<file path="config.mk">
export PLATFORM = sky130hd
export DESIGN_NAME = mem_ctrl
export DESIGN_NICKNAME = d
export VERILOG_FILES = /design/src/rtl/mem_ctrl_pkg.sv /design/src/rtl/mem_ctrl.sv
export SDC_FILE = /design/constraint.sdc
export NUM_CORES = 1
export LEC_CHECK = 0
export ABC_AREA = 1
export CAP_MARGIN = 30
export CORE_ASPECT_RATIO = 1.1
export CORE_MARGIN = 3
export CORE_UTILIZATION = 30
export CTS_BUF_LIST = sky130_fd_sc_hd__clkbuf_16
export DETAILED_ROUTE_END_ITERATION = 7
export DONT_BUFFER_PORTS = 1
export GPL_TIMING_DRIVEN = 0
export PLACE_DENSITY_LB_ADDON = 0.3
export SLEW_MARGIN = 30
export SYNTH_ARGS = -nofsm -noshare
export SYNTH_HDL_FRONTEND = slang
export SYNTH_SLANG_ARGS = --single-unit
</file>
<file path="constraint.sdc">
create_clock -name clk -period 4.5 [get_ports clk]
set_input_delay 0.45 -clock clk [delete_from_list [all_inputs] [get_ports clk]]
set_output_delay 0.45 -clock clk [all_outputs]
set_load 0.005 [all_outputs]
</file>
<file path="src/rtl/mem_ctrl_pkg.sv">
// Shared definitions for the byte-serial RAM controller: port status codes,
// machine word sizes and the requester identity type.
package mem_ctrl_pkg;

  localparam int ADDR_LEN = 32;
  localparam int INST_LEN = 32;
  localparam int REG_LEN  = 32;

  localparam logic [1:0] STAT_IDLE = 2'b00;
  localparam logic [1:0] STAT_BUSY = 2'b01;
  localparam logic [1:0] STAT_DONE = 2'b10;

  typedef enum logic {
    PORT_IF = 1'b0,
    PORT_LS = 1'b1
  } port_e;

endpackage

</file>
<file path="src/rtl/mem_ctrl.sv">
// Byte-serial RAM controller arbitrating a fetch port and a load/store port onto an 8-bit bus.
// Optional MEM_CTRL_STAT_EN adds per-port completion counters; otherwise they read 0.
module mem_ctrl
  import mem_ctrl_pkg::*;
#(
  parameter int RAM_AW = 32
) (
  input  logic                clk,
  input  logic                rst,
  input  logic                if_rw,
  input  logic [ADDR_LEN-1:0] if_addr,
  output logic [INST_LEN-1:0] if_data,
  output logic [1:0]          if_status,
  input  logic                ls_rw,
  input  logic                ls_we,
  input  logic [1:0]          ls_width,
  input  logic [ADDR_LEN-1:0] ls_addr,
  input  logic [REG_LEN-1:0]  ls_wdata,
  output logic [REG_LEN-1:0]  ls_rdata,
  output logic [1:0]          ls_status,
  output logic [RAM_AW-1:0]   ram_a,
  output logic                ram_wr,
  output logic [7:0]          ram_dout,
  input  logic [7:0]          ram_din,
  output logic [31:0]         stat_if_cnt,
  output logic [31:0]         stat_ls_cnt
);

  typedef enum logic [1:0] {
    S_IDLE  = 2'd0,
    S_READ  = 2'd1,
    S_WRITE = 2'd2,
    S_DONE  = 2'd3
  } state_e;

  localparam logic [1:0] W_ILLEGAL = 2'd2;
  localparam logic [1:0] W_WORD    = 2'd3;

  state_e              state_q;
  port_e               port_q;
  logic [31:0]         base_q;
  logic [31:0]         wdata_q;
  logic [1:0]          last_q;
  logic [2:0]          beat_q;
  logic [7:0]          lane_q [4];
  logic [31:0]         if_data_q;
  logic [31:0]         ls_rdata_q;
  logic [1:0]          if_status_q;
  logic [1:0]          ls_status_q;
  logic [RAM_AW-1:0]   ram_a_q;
  logic                ram_wr_q;
  logic [7:0]          ram_dout_q;
  logic [31:0]         rd_word_d;
  logic [1:0]          next_k_d;

  function automatic logic [RAM_AW-1:0] beat_addr(input logic [31:0] base, input logic [1:0] k);
    logic [31:0] sum;
    sum = base + {30'd0, k};
    return sum[RAM_AW-1:0];
  endfunction

  function automatic logic [1:0] last_beat(input logic [1:0] w);
    return (w == W_ILLEGAL) ? W_WORD : w;
  endfunction

  // Final byte arrives on ram_din in the drain cycle; merge it with the lanes already captured.
  always_comb begin
    rd_word_d = {lane_q[3], lane_q[2], lane_q[1], lane_q[0]};
    rd_word_d[{last_q, 3'b000} +: 8] = ram_din;
  end

  assign next_k_d = beat_q[1:0] + 2'd1;

  always_ff @(posedge clk) begin
    if (rst) begin
      state_q     <= S_IDLE;
      if_status_q <= STAT_IDLE;
      ls_status_q <= STAT_IDLE;
      if_data_q   <= '0;
      ls_rdata_q  <= '0;
      ram_a_q     <= '0;
      ram_wr_q    <= 1'b0;
      ram_dout_q  <= '0;
    end else begin
      case (state_q)
        S_IDLE: begin
          beat_q <= '0;
          for (int i = 0; i < 4; i++) lane_q[i] <= '0;
          if (ls_rw) begin
            port_q      <= PORT_LS;
            base_q      <= ls_addr;
            wdata_q     <= ls_wdata;
            last_q      <= last_beat(ls_width);
            ram_a_q     <= beat_addr(ls_addr, 2'd0);
            ls_status_q <= STAT_BUSY;
            if (ls_we) begin
              state_q    <= S_WRITE;
              ram_wr_q   <= 1'b1;
              ram_dout_q <= ls_wdata[7:0];
            end else begin
              state_q <= S_READ;
            end
          end else if (if_rw) begin
            port_q      <= PORT_IF;
            base_q      <= if_addr;
            last_q      <= W_WORD;
            ram_a_q     <= beat_addr(if_addr, 2'd0);
            if_status_q <= STAT_BUSY;
            state_q     <= S_READ;
          end
        end
        // beat_q counts issued addresses; byte beat_q-1 is on ram_din this cycle
        S_READ: begin
          if (beat_q != 3'd0) lane_q[beat_q[1:0] - 2'd1] <= ram_din;
          if (beat_q == {1'b0, last_q} + 3'd1) begin
            state_q <= S_DONE;
            if (port_q == PORT_LS) begin
              ls_rdata_q  <= rd_word_d;
              ls_status_q <= STAT_DONE;
            end else begin
              if_data_q   <= rd_word_d;
              if_status_q <= STAT_DONE;
            end
          end else begin
            beat_q <= beat_q + 3'd1;
            if (beat_q < {1'b0, last_q}) ram_a_q <= beat_addr(base_q, next_k_d);
          end
        end
        S_WRITE: begin
          if (beat_q[1:0] == last_q) begin
            ram_wr_q    <= 1'b0;
            state_q     <= S_DONE;
            ls_status_q <= STAT_DONE;
          end else begin
            beat_q     <= beat_q + 3'd1;
            ram_a_q    <= beat_addr(base_q, next_k_d);
            ram_dout_q <= wdata_q[{next_k_d, 3'b000} +: 8];
          end
        end
        default: begin
          state_q     <= S_IDLE;
          if_status_q <= STAT_IDLE;
          ls_status_q <= STAT_IDLE;
        end
      endcase
    end
  end

  assign if_data   = if_data_q;
  assign ls_rdata  = ls_rdata_q;
  assign if_status = if_status_q;
  assign ls_status = ls_status_q;
  assign ram_a     = ram_a_q;
  assign ram_wr    = ram_wr_q;
  assign ram_dout  = ram_dout_q;

`ifdef MEM_CTRL_STAT_EN
  logic [31:0] stat_if_q;
  logic [31:0] stat_ls_q;

  // S_DONE lasts exactly one cycle, so each completion is counted once.
  always_ff @(posedge clk) begin
    if (rst) begin
      stat_if_q <= '0;
      stat_ls_q <= '0;
    end else if (state_q == S_DONE) begin
      if (port_q == PORT_IF) stat_if_q <= stat_if_q + 32'd1;
      else                   stat_ls_q <= stat_ls_q + 32'd1;
    end
  end

  assign stat_if_cnt = stat_if_q;
  assign stat_ls_cnt = stat_ls_q;
`else
  assign stat_if_cnt = 32'h0;
  assign stat_ls_cnt = 32'h0;
`endif

endmodule

</file>
## After elaboration in Yosys (flattened, before gate mapping)

Memories as Yosys holds them, arrays and structs flattened.
Cells that the tools add are included.

| word-level totals | value |
|---|---|
| logic and storage cells | 108 |
| bits in registers | 181 |
| input bits | 111 |
| bits in writable memories | 32 |
| memories kept | 1 |

| operators by class | value |
|---|---|
| add/sub/neg operators | 6 |
| magnitude comparators | 1 |
| shifts and indexed selects | 3 |
| bitwise logic cells | 3 |
| muxes and demuxes | 47 |
| reductions and logical operators | 17 |
| eq/ne operators | 17 |

Memories:

| memory | words | width | read ports | clocked after memory_dff | write ports | line | RTL |
|---|---|---|---|---|---|---|---|
| lane_q | 4 | 8 | 4 | 0 | 4 | mem_ctrl.sv:45 | `logic [7:0] lane_q [4];` |

Operator list:

| cell | count |
|---|---|
| 2-to-1 mux 32 bit | 5 |
| case mux 32 bit (3 select lines) | 1 |
| adder 32 x 2 -> 32 bit | 1 |
| bitwise mux 32 bit | 1 |
| 2-to-1 mux 2 bit | 16 |
| 2-to-1 mux 8 bit | 4 |
| variable shift 8 x 7 -> 32 bit, first input constant | 1 |
| variable part select 32 x 6 -> 8 bit | 1 |
| variable part select 8 x 7 -> 32 bit | 1 |
| != test 2 bit, second input constant | 11 |
| case mux 2 bit (3 select lines) | 3 |
| case mux 8 bit (2 select lines) | 1 |
| AND reduction 4 bit | 4 |
| AND reduction 3 bit | 5 |
| 2-to-1 mux 1 bit | 12 |
| AND reduction 5 bit | 2 |
| case mux 3 bit (3 select lines) | 1 |
| OR reduction 8 bit | 1 |
| negator 5 -> 7 bit | 1 |
| 2-to-1 mux 3 bit | 2 |
| nonzero test 3 bit | 2 |
| == test 2 bit, second input constant | 2 |
| nonzero test 2 bit | 2 |
| adder 2 x 1 -> 3 bit, second input constant | 1 |
| other kinds (11) | 13 |

## Depth between registers and ports, before layout

Gate-level depths: netlist (run 1).

| depth | value |
|---|---|
| depth in word-level cells | 7 |
| depth in mapped cells | 14 |
| depth with buffers taken out | 12 |

## Worst setup path before layout (run 1)

Ideal clock, no wire load.

| path | value |
|---|---|
| kind | input-to-reg |
| start point | input port rst |
| end point | register base_q[0] (enable) |
| slack | 1.366 ns |
| cell stages on the path | 4 |
| path buffers | 1 |
| arrival | 2.695 ns |
| required time | 4.061 ns |
| library setup time | 0.439 ns |
| cell sequence | inv_1 clkbuf_1 nand2_1 a21oi_1 |

| between the ends | value |
|---|---|
| longest elaborated chain between the ends | 2 |

Ends and longest elaborated chain:

| element | line | RTL |
|---|---|---|
| start, declared | mem_ctrl.sv:9 | `input logic rst,` |
| inverter 1 bit (no line) | -- |  |
| AND reduction 3 bit (no line) | -- |  |
| end signal, assigned | mem_ctrl.sv:91 | `base_q <= ls_addr;` |
| end signal, assigned | mem_ctrl.sv:105 | `base_q <= if_addr;` |
| end, declared | mem_ctrl.sv:41 | `logic [31:0] base_q;` |

No other way between the ends.
A chain may end at the register's enable or synchronous reset.

==> flow_metrics.tcl, run 1 <==
set metrics [dict create \
    status "finished, final reports clean" \
    die_w_um 185 \
    power_leakage_nw 5.43 \
    hold_path_depth 2 \
    grt_pass1_wl_um 47700 \
    crit_type "reg2reg" \
    pwr_density_cell_nw_per_um2 561 \
    clock-sinks 213 \
    drt-total-wl_um 32100 \
    postCtsHoldBufs 33 \
    worst_setup_path_end_kind "flip-flop" \
    slew_headroom_pct 46.6 \
    cp_top_family "buffers and inverters" \
    nNetsFinal 1557 \
    tightest_slew_ns 0.802 \
    setup_slack_ns 0.643 \
    grt_max_degree 25 \
    design_area_um2 12500 \
    slowest_stage "ha_1" \
    fin_skew_ns 0.00825 \
    wl_per_cell_um 17.0 \
    clock_latency_ns 0.52 \
    dr.pass1.iters 5 \
    routabilityCongestion 0.926 \
    yosysSeqAreaShare_pct 50.2 \
    cp.depth 9 \
    path_clk_slew_ns 0.06 \
    avgSynthCellArea_um2 8.09 \
    syn_to_final_growth_pct 18.5 \
    synth_top_area_cell "edfxtp_1" \
    die_y_um 203 \
    setup_tns_ns 0 \
    grt_antenna_before_repair 0 \
    cts_resized 0 \
    cts_root_buffer "clkbuf_16" \
    post_cts_buffers 0 \
    path_cells "buf_2 -> clkinv_1 -> buf_2 -> ha_1 -> buf_2 -> clkinv_1 -> nor2_1 -> nand2_1 -> nand2_1" \
    internal_power_mw 4.32 \
    p_total_mw 7.00 \
    dieArea_um2 37400 \
    hold_slack_ns 0.0978 \
    vdd_drop_max_v 0.000279 \
    start_kind "flip-flop" \
    cts_buffer_depth 3 \
    setup_viol 0 \
    async_flop_share_pct 0 \
    gr-total-overflow 0 \
    drc 0 \
    htree_levels 1 \
    min_period_over_period_pct 85.7 \
    slew_viol_final 0 \
    synthFlopType "dfxtp_1" \
    max_cap_viol_count 0 \
    fillers 3565 \
    pwr-share-clk_pct 26.2 \
    reg2reg_depth 9 \
    max_stage_delay_ns 0.44 \
    hpwl_um 24400 \
    synthTopCellsByArea "edfxtp_1 (29%), dfxtp_1 (21%), nor2_1 (10%)" \
    rsz0062_at_grt "no" \
    max_freq_mhz 259 \
    placed_area_um2 11400 \
    synth_cell_types 41 \
    switchingPower_mw 2.68 \
    drive_gt1_share_pct 11.8 \
    ys_seq_elements 213 \
    synth_edf_count 102 \
    worstPathMaxFanout 12 \
    fp.coreArea_um2 34400 \
    hold_path_class "in2reg" \
    finalHoldViolations 0 \
    pwr-share-comb_pct 34.2 \
    synth.cell_area_um2 10500 \
    grtUsageTotal_pct 16.4 \
    yosys_warnings 0 \
    critPathRequiredTime_ns 4.68 \
    fin_crit_ns 3.86 \
    cp.arrival_ns 4.03 \
    vias_per_cell 4.62 \
    cts_tree "built" \
    cts-buffers-inserted 24 \
    pre_cts_ws_ns 0.603 \
    io_buffers 0 \
    grt_pass1_vias 8239 \
    cpMostUsedCell "buf_2" \
    finalNonFillerCells 1884 \
    p_sw_share_pct 38.2 \
    yosysTopAreaCellShare_pct 29.1 \
    antenna_cells 0 \
    final_util_pct 36.3 \
    start_util_pct 30.7 \
    syn_inst 1303 \
    final_antenna_net_count 0 \
    seqPwrFrac_pct 39.6 \
    vias 8697 \
    dp_cells 1807 \
    std_cell_rows 71 \
    critPathBufInv 5 \
    initialDrtViolationCount 463 \
    ios 284 \
]
## cells by family (layout without fill, tap and decap cells)
| kind of cell | count (synthesis) | in the layout | share of synthesized area, % |
|---|---|---|---|
| AO/OA/AOI/OAI | 218 | 218 | 11.8 |
| buffers and inverters | 220 | 300 | 10.8 |
| XOR/XNOR | 12 | 12 | 0.997 |
| AND/OR/NAND/NOR | 617 | 617 | 23.7 |
| flip-flops | 213 | 213 | 50.2 |
| multiplexers | 4 | 4 | 0.380 |
| other | 1 | 64 | 0.0356 |
| adder cells (fa/ha/maj) | 18 | 18 | 2.21 |
## final timing paths
check | end | startpoint | slack, ns
worst min-delay path | ram_dout[0] | ls_wdata[0] | 0.1
worst min register to register | ram_a[3] | ram_a[3] | 0.49
worst max register to register | lane_q[0][0] | beat_q[0] | 0.64
worst max-delay path | lane_q[0][0] | beat_q[0] | 0.64
## state kept, by name, indices dropped and copies added, names as in the netlist, 3 cells and up
register,cells
base_q,32
if_data,32
lane_q,32
ls_rdata,32
ram_a,32
wdata_q,32
ram_dout,8
beat_q,3
## metal layers
layer	vias to the layer above	part of all wire [%]	global-route usage, %
li1	4391	-	-
met1	3927	41	19.5
met2	336	48	28.5
met3	43	9.2	5.16
met4	0	2.0	4.15
met5	-	0	0
## power groups by stage
stage / sequential [mW] / combinational [mW] / clock, mW
6_report: 2.77 / 2.40 / 1.83
5_1_grt: 2.82 / 2.71 / 1.97
4_1_cts: 2.78 / 2.42 / 1.89
3_5_place_dp: 2.82 / 2.38 / 0
3_3_place_gp: 2.83 / 2.32 / 0
2_1_floorplan: 2.70 / 1.71 / 0
## synth_stat cells, types with 2 or more instances
library cell  instances
nand3b_1             11
a21boi_0              2
a21oi_1              31
or2_2                 2
or2_1                 2
edfxtp_1            102
buf_6                 4
nor3_1                4
xor2_1                5
o22ai_1              33
nand2_1             266
a21o_1                2
clkinv_1              2
clkbuf_1             25
mux2i_1               4
nand3_1              34
buf_4                66
dfxtp_1             111
nor2_2                7
a31oi_1               8
nor2_1              281
a21oi_2              13
o21ai_0             115
o21ai_1               3
buf_2                24
buf_1                 4
xnor2_1               7
ha_1                 17
inv_2                 5
o32ai_1               8
nand4_1               2
nor2_4                5
inv_1                90
## area by class of cell
| cell class | instances | area [µm²] | share of cell area (%) |
|---|---|---|---|
| multi-input cells | 933 | 4380 | 35.1 |
| plain buffers | 123 | 769 | 6.16 |
| clock buffers | 26 | 651 | 5.21 |
| clock inverters | 18 | 85.1 | 0.682 |
| well taps | 438 | 548 | 4.39 |
| inverters | 97 | 364 | 2.92 |
| flip-flops and latches | 213 | 5290 | 42.3 |
| repair buffers | 36 | 400 | 3.21 |
## cells in the final DEF, fill, tap and decap left out, types with 2 or more instances in the layout
cell / netlist / routed
buf_16: 0 / 2
clkbuf_1: 25 / 25
conb_1: 1 / 64
xnor2_1: 7 / 7
buf_4: 66 / 66
nor2_2: 7 / 7
a21oi_1: 31 / 30
o32ai_1: 8 / 8
nand4_1: 2 / 2
a31oi_1: 8 / 8
nand3_1: 34 / 34
nor2_1: 281 / 280
buf_6: 4 / 4
buf_2: 24 / 24
nor2_4: 5 / 6
ha_1: 17 / 17
clkinv_1: 2 / 5
nand3b_1: 11 / 11
buf_1: 4 / 4
inv_4: 0 / 3
dlygate4sd3_1: 0 / 33
nor3_1: 4 / 4
a21o_1: 2 / 2
or2_2: 2 / 2
edfxtp_1: 102 / 102
a21boi_0: 2 / 2
inv_1: 90 / 96
xor2_1: 5 / 5
nand2_1: 266 / 266
o21ai_0: 115 / 115
mux2i_1: 4 / 4
clkbuf_16: 0 / 26
inv_2: 5 / 9
dfxtp_1: 111 / 111
o21ai_1: 3 / 3
o22ai_1: 33 / 33
clkinv_4: 0 / 2
a21oi_2: 13 / 13
or2_1: 2 / 2
Power figures use the tool's default switching activity.
==> inputs of run 2 (changes only) <==
--- a/config.mk
+++ b/config.mk
@@ -9,12 +9,13 @@
 export CAP_MARGIN = 30
 export CORE_ASPECT_RATIO = 1.1
 export CORE_MARGIN = 3
-export CORE_UTILIZATION = 30
+export CORE_UTILIZATION = 60
 export CTS_BUF_LIST = sky130_fd_sc_hd__clkbuf_16
 export DETAILED_ROUTE_END_ITERATION = 7
 export DONT_BUFFER_PORTS = 1
 export GPL_TIMING_DRIVEN = 0
 export PLACE_DENSITY_LB_ADDON = 0.3
+export REMOVE_ABC_BUFFERS = 1
 export SLEW_MARGIN = 30
 export SYNTH_ARGS = -nofsm -noshare
 export SYNTH_HDL_FRONTEND = slang
==> flow_metrics.tcl, run 2 (synthesized netlist as in run 1, its figures left out) <==
set metrics [dict create \
    max_stage_delay_ns 0.84 \
    die_y_um 145 \
    setup_viol 0 \
    power_leakage_nw 4.81 \
    hold_path_class "in2reg" \
    path_clk_slew_ns 0.07 \
    rsz0062_at_grt "no" \
    tightest_slew_ns 0.884 \
    vdd_drop_max_v 0.000497 \
    fp.coreArea_um2 17100 \
    routabilityCongestion 0.871 \
    fin_skew_ns 0.0102 \
    path_cells "clkinvlp_4 -> ha_1 -> clkinv_1 -> nor2_1 -> nand2_1 -> nand2_1" \
    clock-sinks 213 \
    status "finished, final reports clean" \
    worst_setup_path_end_kind "flip-flop" \
    drc 0 \
    htree_levels 1 \
    cts_root_buffer "clkbuf_16" \
    setup_tns_ns 0 \
    cp_top_family "buffers and inverters" \
    critPathRequiredTime_ns 4.66 \
    grtUsageTotal_pct 25.3 \
    ios 284 \
    slew_viol_final 0 \
    cts-buffers-inserted 22 \
    hpwl_um 17300 \
    final_util_pct 65.5 \
    hold_slack_ns 0.0105 \
    fin_crit_ns 4.05 \
    grt_max_degree 60 \
    slowest_stage "edfxtp_1" \
    clock_latency_ns 0.50 \
    grt_pass1_vias 7934 \
    grt_antenna_before_repair 1 \
    nNetsFinal 1406 \
    wl_per_cell_um 16.5 \
    post_cts_buffers 0 \
    placed_area_um2 10400 \
    dr.pass1.iters 5 \
    max_cap_viol_count 0 \
    start_kind "flip-flop" \
    finalHoldViolations 0 \
    most-common-layout-cells "nor2_1 (280), nand2_1 (266), o21ai_0 (115)" \
    critPathBufInv 2 \
    io_buffers 0 \
    start_util_pct 61.5 \
    slew_headroom_pct 41.0 \
    reg2reg_depth 6 \
    max_freq_mhz 247 \
    grt_pass1_wl_um 40200 \
    hold_path_depth 1 \
    drive_gt1_share_pct 6.26 \
    layout_commonest_cell "nor2_1" \
    cp.arrival_ns 4.21 \
    gr-total-overflow 0 \
    initialDrtViolationCount 520 \
    final_antenna_net_count 0 \
    design_area_um2 11200 \
    cts_buffer_depth 3 \
    min_period_over_period_pct 90.0 \
    die_w_um 132 \
    cts_tree "built" \
    crit_type "reg2reg" \
    drt-total-wl_um 25200 \
    cpMostUsedCell "nand2_1" \
    syn_to_final_growth_pct 6.47 \
    cp.depth 6 \
    worstPathMaxFanout 21 \
    std_cell_rows 50 \
    dieArea_um2 19200 \
    vias 8175 \
    pwr_density_cell_nw_per_um2 593 \
    p_total_mw 6.65 \
    vias_per_cell 5.35 \
]
## run 2: layout make-up
type / count / area [µm²]
clock buffer: 25 / 626
fill: 1453 / 5920
sequential: 213 / 5290
timing repair buffer: 10 / 190
antenna: 1 / 2.50
multi-input combinational: 933 / 4380
clock inverter: 15 / 71.3
inverter: 97 / 370
tap: 234 / 293
## run 2: metal layers
metal	wire length [µm]	global-route usage [%]
met5	0	0
met4	563	6.76
met3	1900	5.10
met2	12800	45.7
met1	9910	30.8
## run 2: path summary, 6_finish.rpt
check | slack, ns | startpoint | end
worst max-delay path | 0.45 | beat_q[0] | lane_q[1][5]
worst min-delay path | 0.01 | rst | ram_a[25]
worst max register to register | 0.45 | beat_q[0] | lane_q[1][5]
worst min register to register | 0.49 | ram_a[25] | ram_a[25]
## run 2: worst register-to-register path, delay by kind of cell, from the launching register on
| family | cells | cell delay (ns) |
|---|---|---|
| buffers and inverters | 2 | 1.11 |
| AND/OR/NAND/NOR | 3 | 0.94 |
| flip-flops | 1 | 0.84 |
| adder cells (fa/ha/maj) | 1 | 0.82 |
## run 2: what timing repair did
item,4_1_cts,5_1_grt
hold buffers,3,1
endpoints found under the setup margin,0,16
resized for setup,0,1
hold endpoints to repair,5,2
## run 2: per-stage QoR
| stage | instances | worst slack [ns] |
|---|---|---|
| 2_1_floorplan | 1243 | 0.531 |
| 3_3_place_gp | 1477 | -1.62 |
| 3_5_place_dp | 1482 | 0.187 |
| 4_1_cts | 1525 | 0.142 |
| 5_1_grt | 1527 | 0.127 |
| 6_report | 1528 | 0.451 |
## run 2: power breakdown
part           internal, mW  switching (mW)
registers              2.49           0.287
clock network         0.996           0.750
logic                 0.714            1.42
total                  4.20            2.46
